--- config.mk ---
export PLATFORM = sky130hd
export DESIGN_NAME = mem_arbiter
export DESIGN_NICKNAME = d
export VERILOG_FILES = /design/src/rtl/mem_arbiter.sv
export SDC_FILE = /design/constraint.sdc
export NUM_CORES = 1
export LEC_CHECK = 0
export CORE_MARGIN = 2
export CORE_UTILIZATION = 30
export CTS_CLUSTER_SIZE = 24
export DETAILED_ROUTE_END_ITERATION = 16
export PLACE_DENSITY = 0.67
export RECOVER_POWER = 100
export SKIP_CTS_REPAIR_TIMING = 1
export SYNTH_ARGS = -nofsm -noshare
export SYNTH_HDL_FRONTEND = slang
export SYNTH_SLANG_ARGS = --single-unit
--- constraint.sdc ---
create_clock -name CLK -period 3.4 [get_ports CLK]
set_input_delay 0.85 -clock CLK [delete_from_list [all_inputs] [get_ports CLK]]
set_output_delay 0.85 -clock CLK [all_outputs]
set_load 0.02 [all_outputs]
--- src/rtl/mem_arbiter.sv ---
// mem_arbiter: registered I/D cache to single-RAM arbiter with D priority and I starvation guard
module mem_arbiter #(
    parameter int ADDR_W     = 32,
    parameter int DATA_W     = 32,
    parameter int STARVE_MAX = 4
) (
    input  logic              CLK,
    input  logic              RST,
    input  logic              iREN,
    input  logic [ADDR_W-1:0] iaddr,
    output logic              iwait,
    output logic [DATA_W-1:0] iload,
    input  logic              dREN,
    input  logic              dWEN,
    input  logic [ADDR_W-1:0] daddr,
    input  logic [DATA_W-1:0] dstore,
    output logic              dwait,
    output logic [DATA_W-1:0] dload,
    output logic              ramREN,
    output logic              ramWEN,
    output logic [ADDR_W-1:0] ramaddr,
    output logic [DATA_W-1:0] ramstore,
    input  logic [DATA_W-1:0] ramload,
    input  logic              ramready
);
    localparam logic [2:0] IDLE = 3'd0;
    localparam logic [2:0] DGNT = 3'd1;
    localparam logic [2:0] IGNT = 3'd2;
    localparam logic [2:0] DRSP = 3'd3;
    localparam logic [2:0] IRSP = 3'd4;
    localparam logic [3:0] STARVE_LIM = 4'(STARVE_MAX);

    logic [2:0]        state, nextState;
    logic [3:0]        starveCnt;
    logic [ADDR_W-1:0] latAddr;
    logic [DATA_W-1:0] latStore, rspData;
    logic              latWrite;
    logic              dReq, dGo, iGo, capture;

    always_comb begin
        dReq      = dREN | dWEN;
        dGo       = dReq && (!iREN || starveCnt < STARVE_LIM);
        iGo       = iREN && !dGo;
        capture   = ramready && ((state == DGNT && dReq) || (state == IGNT && iREN));
        nextState = IDLE;
        case (state)
            IDLE:    nextState = dGo ? DGNT : (iGo ? IGNT : IDLE);
            DGNT:    nextState = !dReq ? IDLE : (ramready ? DRSP : DGNT);
            IGNT:    nextState = !iREN ? IDLE : (ramready ? IRSP : IGNT);
            default: nextState = IDLE;
        endcase
    end

    always_ff @(posedge CLK or posedge RST) begin
        if (RST) begin
            state     <= IDLE;
            starveCnt <= 4'd0;
            latAddr   <= '0;
            latStore  <= '0;
            latWrite  <= 1'b0;
            rspData   <= '0;
        end else begin
            state <= nextState;
            if (state == IDLE) begin
                // starvation only accumulates while I is actually waiting behind D
                starveCnt <= (!iREN || iGo) ? 4'd0 :
                             (starveCnt != 4'hF ? starveCnt + 4'd1 : starveCnt);
                if (dGo) begin
                    latAddr  <= daddr;
                    latStore <= dstore;
                    latWrite <= dWEN;
                end else if (iGo) begin
                    latAddr  <= iaddr;
                    latWrite <= 1'b0;
                end
            end
            if (capture)
                rspData <= ramload;
        end
    end

    assign ramREN   = (state == DGNT && !latWrite) || state == IGNT;
    assign ramWEN   = state == DGNT && latWrite;
    assign ramaddr  = latAddr;
    assign ramstore = latStore;
    assign dwait    = state != DRSP;
    assign iwait    = state != IRSP;
    assign dload    = rspData;
    assign iload    = rspData;
endmodule

* Word level (Yosys, flattened, before mapping)
Cells that the tools add are included.
** Storage, ports and cells
- Register bits after elaboration :: 104
- Input port bits :: 134
- Output and inout bits :: 132
** Cells by class
- Equality and inequality tests :: 5
- $lt $le $gt $ge :: 1
- $add $sub $neg :: 1
- Multiplexer cells :: 13
- Bitwise gates (word level) :: 1
- Reduce and logical (&&, ||, !) cells :: 20
** Operators with widths (number)
- 32-bit 2-to-1 mux :: 2
- 3-bit one-hot mux with 3 select lines :: 1
- 2-bit 2-to-1 mux :: 4
- 4-bit 2-to-1 mux :: 2
- 1-bit logical AND :: 7
- 3-bit 2-to-1 mux :: 2
- 2-bit AND reduction :: 3
- 4-bit by 1-bit adder with 4-bit output, second input constant :: 1
- 1-bit logical OR :: 4
- 4-bit by 3-bit < comparator with 1-bit output, second input constant :: 1
- 4-bit inequality test, second input constant :: 1
- 2-bit nonzero test :: 2
- 3-bit by 1-bit == test with 1-bit output, second input constant :: 1
- 3-bit by 2-bit == test with 1-bit output, second input constant :: 1
- 1-bit zero test :: 3
- 3-bit zero test :: 1
- 3-bit by 2-bit inequality test with 1-bit output, second input constant :: 1
- 3-bit inequality test, second input constant :: 1
- 1-bit 2-to-1 mux :: 2
- 1-bit bitwise OR :: 1

* Logic depth before layout (Yosys ltp)
Gate-level depths: netlist (run 1).
- Depth in word-level cells :: 8
- Gate-level depth with buffers :: 6

* Least setup slack after synthesis (run 1)
OpenSTA, ideal clock, no wires.
- Path type :: input to register
- From :: input port iREN
- To :: register rspData[0], in the netlist dload[0]
- Required time :: 3.275 ns
- Setup slack :: 1.275 ns
- Stages on the path :: 5
- Arrival time :: 2.001 ns
- Buffers on the path :: 2
- Cells stage by stage :: buf_2 > and4bb_2 > a22oi_4 > buf_6 > mux2_2
** On the way
- Longest elaborated chain between the ends :: 3
** RTL lines
- from (decl) :: RTL line 9 : input logic iREN,
- 1-bit logical AND :: RTL line 44 : capture = ramready && ((state == DGNT && dReq) || (state == IGNT && iREN));
- 1-bit logical OR :: RTL line 44
- 1-bit logical AND :: RTL line 44
- to (signal assigned) :: RTL line 78 : rspData <= ramload;
- to (decl) :: RTL line 36 : logic [DATA_W-1:0] latStore, rspData;
Every way passes these cells.
A chain may end at the register's enable or synchronous reset.

* Worst setup path in the final report (run 1)
- From :: input port dWEN
- To :: register latStore[26], in the netlist ramstore[26]
** On the way
- Longest elaborated chain between the ends :: 3
** RTL lines
- from (decl) :: RTL line 14 : input logic dWEN,
- 1-bit bitwise OR :: RTL line 41 : dReq = dREN | dWEN;
- 1-bit logical AND :: RTL line 42 : dGo = dReq && (!iREN || starveCnt < STARVE_LIM);
- 2-bit AND reduction (no line)
- to (signal assigned) :: RTL line 70 : latStore <= dstore;
- to (decl) :: RTL line 36
Every way passes these cells.

==> results of run 1 <==
## area by class of cell
| class | count | area share, % |
|---|---|---|
| repair buffers | 276 | 36.0 |
| flip-flops and latches | 104 | 34.3 |
| multi-input cells | 229 | 22.2 |
| well taps | 216 | 3.56 |
| clock buffers | 10 | 3.02 |
| clock inverters | 6 | 0.676 |
| inverters | 3 | 0.198 |
## routing by layer
metal / share of wire, % / vias to the layer above
li1: - / 1858
met1: 39 / 1974
met2: 51 / 207
met3: 8.8 / 14
met4: 1.8 / 0
met5: 0 / -
## synthesized netlist by cell type (2+ instances only)
cell type,count
a21oi_1,33
mux2_4,21
inv_1,3
buf_6,6
buf_4,32
a31oi_1,32
buf_2,6
o21ai_0,34
nor2_1,3
and2_1,3
clkbuf_1,21
nand2_1,4
dfrtp_1,104
or3_1,2
mux2_2,33
o21a_1,2
nand3_1,33
mux2_1,11
## through the flow
step	utilization, %	area [sq um]	cells	power [mW]
after floorplan	-	4790	401	4.18
after global routing	48.3	7590	844	6.74
after detailed placement	47.2	7420	828	5.85
after CTS	49.0	7700	844	6.87
after global placement	47.2	7420	828	5.77
final	48.3	7590	844	6.36
## state kept, by name (all words and copies together), names as in the netlist
name	count
starveCnt	4
latWrite	1
dload	32
ramaddr	32
ramstore	32
state	3
## where the power goes
part	switching (mW)	total (mW)	internal, mW
registers	0.340	2.14	1.80
clock network	0.476	0.982	0.506
logic	1.71	3.23	1.52
total	2.52	6.36	3.83
## kinds of logic (layout without fill, tap and decap cells)
kind of cell | after synthesis | count (layout) | synth area share (%)
compound gates | 107 | 107 | 12.8
fa+ha+maj | 1 | 1 | 0.261
buf+inv | 68 | 295 | 8.94
flops | 104 | 104 | 54.4
mux | 65 | 65 | 16.9
simple gates | 56 | 56 | 6.72
## worst reg2reg max path, stage by stage, from the launching register on
cell	delay [ns]
dfrtp_1	0.48
nor3_4	0.21
buf_4	0.38
nand3_1	0.55
clkbuf_2	0.46
mux2_1	0.40
## final timing paths
kind | start | to | slack (ns)
max | dWEN | ramstore[26] | 0.52
min | ramstore[5] | ramstore[5] | 0.49
max reg2reg | state[2] | ramstore[26] | 0.81
min reg2reg | ramstore[5] | ramstore[5] | 0.49
max in group asynchronous | RST | ramaddr[4] | 0.99
min in group asynchronous | RST | dload[20] | 1.52
==> results list, run 1 <==
- Status: complete, no violations
- STA classifies the critical path startpoint as an input pin.
* CTS tree: yes
* Most frequent standard cell in the layout excluding fill and tap cells: dlygate4sd3_1
- Among all stages on the critical path, the largest delay is contributed by clkdlybuf4s50_1.
- Drt pass-1 iters: 4
- Sequential cell area fraction in the yosys report: 54.4%
- Width of the chip: 130 um
- Initial core utilization: 30.5%
- Leak Pwr: 3.04 nW
* Final number of setup-violating endpoints: 0
- Iteration-0 DRC Markers: 155
- Area share of the largest cell type after synthesis: 54.4%
* Per-cell routed wire length: 16.8 um
* Total clock buffers created by CTS: 9
* Number of instances on the worst hold path: 1
* Final worst-path cycle share: 84.6%
- Leaving out fill and tap cells, the most frequent cells in the layout are dlygate4sd3_1, clkdlybuf4s50_1, dfrtp_1.
- Minimum hold slack: 0.492 ns
- Using the TritonRoute via totals, the vias-per-cell ratio works out to 4.80.
- The cell sitting at the root of the clock tree is a clkbuf_16.
- Max Cap Viol: 0
- Area occupied by multi-input gates: 1680 sq um
* Post-synthesis net count: 536
- The layout has 1437 filler cells.
- Worst Path Class, Setup: in2reg
- Area growth from synthesis to final layout: 58.5%
- Worst setup margin: 0.523 ns
- Average instance area after synthesis: 11.9 sq um
- Based on the critical path, the design can be clocked at up to 0.348 GHz.
- CP required: 3.62 ns
- The count of nets left with antenna violations once routing finished came out at 0.
- HPWL after DPL: 10.3 mm
- Dominant synthesized flop cell: dfrtp_1
- In this run the count of I/O pins placed on the die edge is 266.
- The repair_antennas step left the layout with diodes totalling 0.
- Adding up every negative setup slack in the final design gives 0 ns.
- The worst-case IR drop observed on VDD is 0.282 mV.
- Count of pins over their slew limit: 0
* Layout cells sized above 1: 10.7%
- Max Root-Sink Buffers: 2
- CTS clock-pin slew for the worst setup and hold paths: 0.07 ns
- Insertion delay to the later sink of the worst-skew pair: 0.34 ns
- The number of global-route vias before repair was 4108.
* Last weighted congestion value of the routability-driven placer: 0.782
- The worst register-to-register path has a depth of 5.
- Data on the critical path arrives at its endpoint at 3.10 ns.
* Relative slew slack: 5.38%
* Largest net degree at the start of global routing: 105
* Overflow left after global routing: 0
- Routing usage on met3: 4.22%
* Total buffers and inverters traversed by the critical path: 2
- For this run, asynchronously set or reset flops after synthesis account for 100%.
- The clock arrives with 0.0117 ns of skew.
- WL final: 14.1 mm
* Summed instance area of the synthesized netlist: 4790 sq um
* Crit-path cells: clkdlybuf4s50_1 > or2_2 > nand3_1 > clkbuf_2 > mux2_1
* Number of register bits inferred by synthesis: 104
- After floorplanning, the core was divided into 46 placement rows.
- Total routing resource utilization after global routing: 16.1%
- Registers take 2600 sq um.
- Worst slack, placed: 0.533 ns
- Die area: 17000 sq um
* Unrepaired setup endpoints after global routing: no
- On the worst path, the slowest cell contributes a delay of 0.54 ns.
- Dividing total power by cell area gives a power density of 838 nW/um^2.
* Clock Sinks: 104
- GRT Max-Usage Layer: met2
* Yosys cell types: 36
- In this run the number of cells on the critical path is 5.
- Global routing used 18.5% of the available met1 tracks.
* Hold violation count in the final report: 0
* Critical path endpoint category: register
- Post-Syn Instances: 401
- Leading area contributor after synthesis: dfrtp_1
* Die height: 130 um
- Routing usage on met2: 28.8%
- Count of vias placed by the detailed router: 4053
- Yosys attributes the largest share of cell area to dfrtp_1, mux2_2, mux2_4.
* Number of warnings issued by yosys: 0
- After floorplanning, the core was sized to cover 15700 sq um.
- Number of nets in the layout: 758
- Number of enable-type register cells in the synthesized netlist: 0
- Slew of the pin with the lowest slew margin: 1.42 ns
- First-pass GRT wire length: 21.2 mm
- For this run, design rule violations remaining after detail routing come to 0.
* Number of antenna violations at the first check in global routing: 0
- In this design, the largest share of critical-path delay is due to buffers and inverters.
- Maximum fanout count along the critical path: 15
- The count of buffers added on input and output ports is 265.
- Minimum period implied by the final worst setup slack: 2.88 ns
* H-tree Lvls: 3
- The tightest min-delay check is of the reg2reg type.
No activity file was read; power rests on OpenSTA's default activity.
==> run 2, diff against run 1 <==
--- a/config.mk
+++ b/config.mk
@@ -9,7 +9,7 @@
 export CORE_UTILIZATION = 30
 export CTS_CLUSTER_SIZE = 24
 export DETAILED_ROUTE_END_ITERATION = 16
-export PLACE_DENSITY = 0.67
+export PLACE_DENSITY = 0.65
 export RECOVER_POWER = 100
 export SKIP_CTS_REPAIR_TIMING = 1
 export SYNTH_ARGS = -nofsm -noshare
==> constraint.sdc (replaced) <==
create_clock -name CLK -period 3 [get_ports CLK]
set_input_delay 0.75 -clock CLK [delete_from_list [all_inputs] [get_ports CLK]]
set_output_delay 0.75 -clock CLK [all_outputs]
set_load 0.02 [all_outputs]
==> run 2 against run 1 <==
  * The flow now finishes with violations (capacitance limit, slew limit)
  * Register-to-register slack worse by 0.49 ns
  * Final cell count is 0.12% lower
  * Clock skew is 0.0024 ns lower
  * Critical path depth is 2 lower
  * Clock-buffer cell count unchanged
  * Combinational power increased by 13%
  * Wire length decreased by 2.0%
  * Critical path type is now reg2out
  * Highest routed layer unchanged
==> results list, run 2 (synthesized netlist as in run 1, its figures left out) <==
* Status: finished with violations
* Violated checks: capacitance limit, slew limit
- CORE AREA: 15700 sq um (unchanged)
* Leak Pwr: 3.07 nW (+0.79%)
- The max-cap violation count came to 1 (+1).
- Maximum achievable frequency: 0.358 GHz
* Drt pass-1 iters: 4 (unchanged)
- Vias per Instance: 4.75 (-1.1%)
- The placed instance area came to 7410 sq um (-0.10%).
- First-pass GRT wire length: 21.2 mm (-0.23%)
* Most frequent standard cell in the layout excluding fill and tap cells: dlygate4sd3_1
- CTS tree: yes
- On the critical path, the stage with the largest delay is an instance of dlygate4sd3_1.
- Initial core utilization: 30.5% (unchanged)
- Total power density per cell area: 963 nW/um^2 (+15%)
* Dpl cells: 827 (-0.12%)
- Layout cells sized above 1: 10.7% (+0.017 points)
* Worst setup margin: 0.208 ns (-0.316 ns)
- Last weighted congestion value of the routability-driven placer: 0.773 (-1.2%)
- The total chip power is 7.34 mW (+15%).
* Overflow left after global routing: 0 (unchanged)
* Largest net degree at the start of global routing: 105 (unchanged)
- The die area was 17000 sq um (unchanged).
- H-tree Lvls: 3 (unchanged)
- The cell sitting at the root of the clock tree is a clkbuf_16.
- The total setup violations reported at the end of the flow was 0 (unchanged).
- Count of boundary I/O pins: 266 (unchanged)
- The sum of negative setup slack was 0 ns (unchanged).
- The total routing resource utilization after global routing was 16.1% (about the same).
* Worst Path Class, Setup: reg2out
- Count of vias placed by the detailed router: 4004 (-1.2%)
- The maximum single-stage delay on the critical path came to 0.69 ns (+0.15 ns).
- The count of buffers inserted at the top-level ports came to 265 (unchanged).
- Highest routed layer: met4
- The clock edge transition at the registers on the reported setup and hold paths is 0.07 ns (about the same).
- Iteration-0 DRC Markers: 135 (-13%)
* Post-layout util: 48.5% (+0.21 points)
- The area growth from synthesis to layout is 59.2%.
- Minimum hold slack: 0.487 ns (-0.00533 ns)
* Hold violation count in the final report: 0 (unchanged)
* Wl on met1: 5.41 mm (-1.2%)
* Antenna-violating nets left: 0 (unchanged)
* Final non-filler cell total: 843 (-0.12%)
- Maximum fanout count along the critical path: 8 (-7)
- On the critical path the largest part of the delay comes from buffers and inverters.
* Worst slack, placed: 0.426 ns (-0.107 ns)
- Final worst-path cycle share: 93.1%
- The wire length reported by the detailed router was 13.9 mm (-2.0%).
- The worst hold path belongs to the class reg2reg.
* Number of DRC violations after detailed routing: 0 (unchanged)
- The top cell types in the final layout, fill and taps aside, are dlygate4sd3_1, clkdlybuf4s50_1, dfrtp_1.
* Total clock buffers created by CTS: 9 (unchanged)
- Met3 routed wirelength: 1.24 mm (-1.2%)
- Number of antenna violations at the first check in global routing: 0 (unchanged)
- Insertion delay to the later sink of the worst-skew pair: 0.34 ns (about the same)
* Unrepaired setup endpoints after global routing: no
- Fin area: 7620 sq um (+0.45%)
- CP startpoint kind: register
- The relative slew slack was -8.50% (-14 points).
- Number of nets in the layout: 757 (-0.13%)
* HPWL after DPL: 10.2 mm (-1.2%)
- Count of pins over their slew limit: 15 (+15)
- Number of global-route vias before repair: 4003 (-2.6%)
- The worst endpoint required time was 2.25 ns (-1.37 ns).
- Clk_skew: 0.00923 ns (-0.00244 ns)
* Slew of the pin with the lowest slew margin: 1.61 ns (+0.191 ns)
- Worst IR Drop VDD: 0.354 mV (+25%)
* Sum of met2 wire segment lengths after detailed routing: 6.97 mm (-2.8%)
* Total buffers and inverters traversed by the critical path: 1 (-1)
- Max Root-Sink Buffers: 2 (unchanged)
- Critical path endpoint category: output pin
- The data arrival time of the critical path was 2.04 ns (-1.06 ns).
- Width of the chip: 130 um (unchanged)
- The wire length per cell after detailed routing was 16.4 um (-1.9%).
* Antenna Cells: 0 (unchanged)
- Walking the worst path, the cells encountered are nor3b_2 > and2_1 > dlygate4sd3_1.
- The number of fill cells in the layout is 1435 (-0.14%).
* Site Rows: 46 (unchanged)
* Die height: 130 um (unchanged)
* Minimum period implied by the final worst setup slack: 2.79 ns
* Clock Sinks: 104 (unchanged)
-- run 2: worst register-to-register path, stage by stage, from the launching register on --
cell	delay (ns)
dfrtp_1	0.40
o21ai_0	1.24
clkbuf_2	0.60
nand3_1	0.17
a31oi_1	0.20
-- run 2: power by group --
group / internal, mW / total (mW) / switching, mW
registers: 2.05 / 2.43 / 0.389
clock network: 0.737 / 1.26 / 0.528
logic: 1.72 / 3.64 / 1.92
-- run 2: final cells by class --
cell class	count	area [sq um]	share of cell area [%]
Clock inverter	6	90.1	1.18
Sequential cell	104	2600	34.1
Tap cell	216	270	3.55
Multi-Input combinational cell	229	1680	22.1
Inverter	3	15.0	0.197
Timing Repair Buffer	275	2730	35.9
Clock buffer	10	229	3.00
-- run 2: final timing paths --
path,start,end,slack (ns),cells after the start
max in group asynchronous,RST,ramstore[23],0.69,3
min in group asynchronous,RST,dload[19],1.41,3
max,state[0],ramWEN,0.21,3
min reg2reg,ramstore[27],ramstore[27],0.49,1
max reg2reg,starveCnt[2],ramaddr[11],0.32,4
min,ramstore[27],ramstore[27],0.49,1
-- run 2: per-layer routing --
metal / up-vias / GRT usage, %
met3: 17 / 4.92
li1: 1855 / -
met4: 0 / 5.69
met2: 186 / 28.0
met1: 1946 / 18.9
met5: - / 0
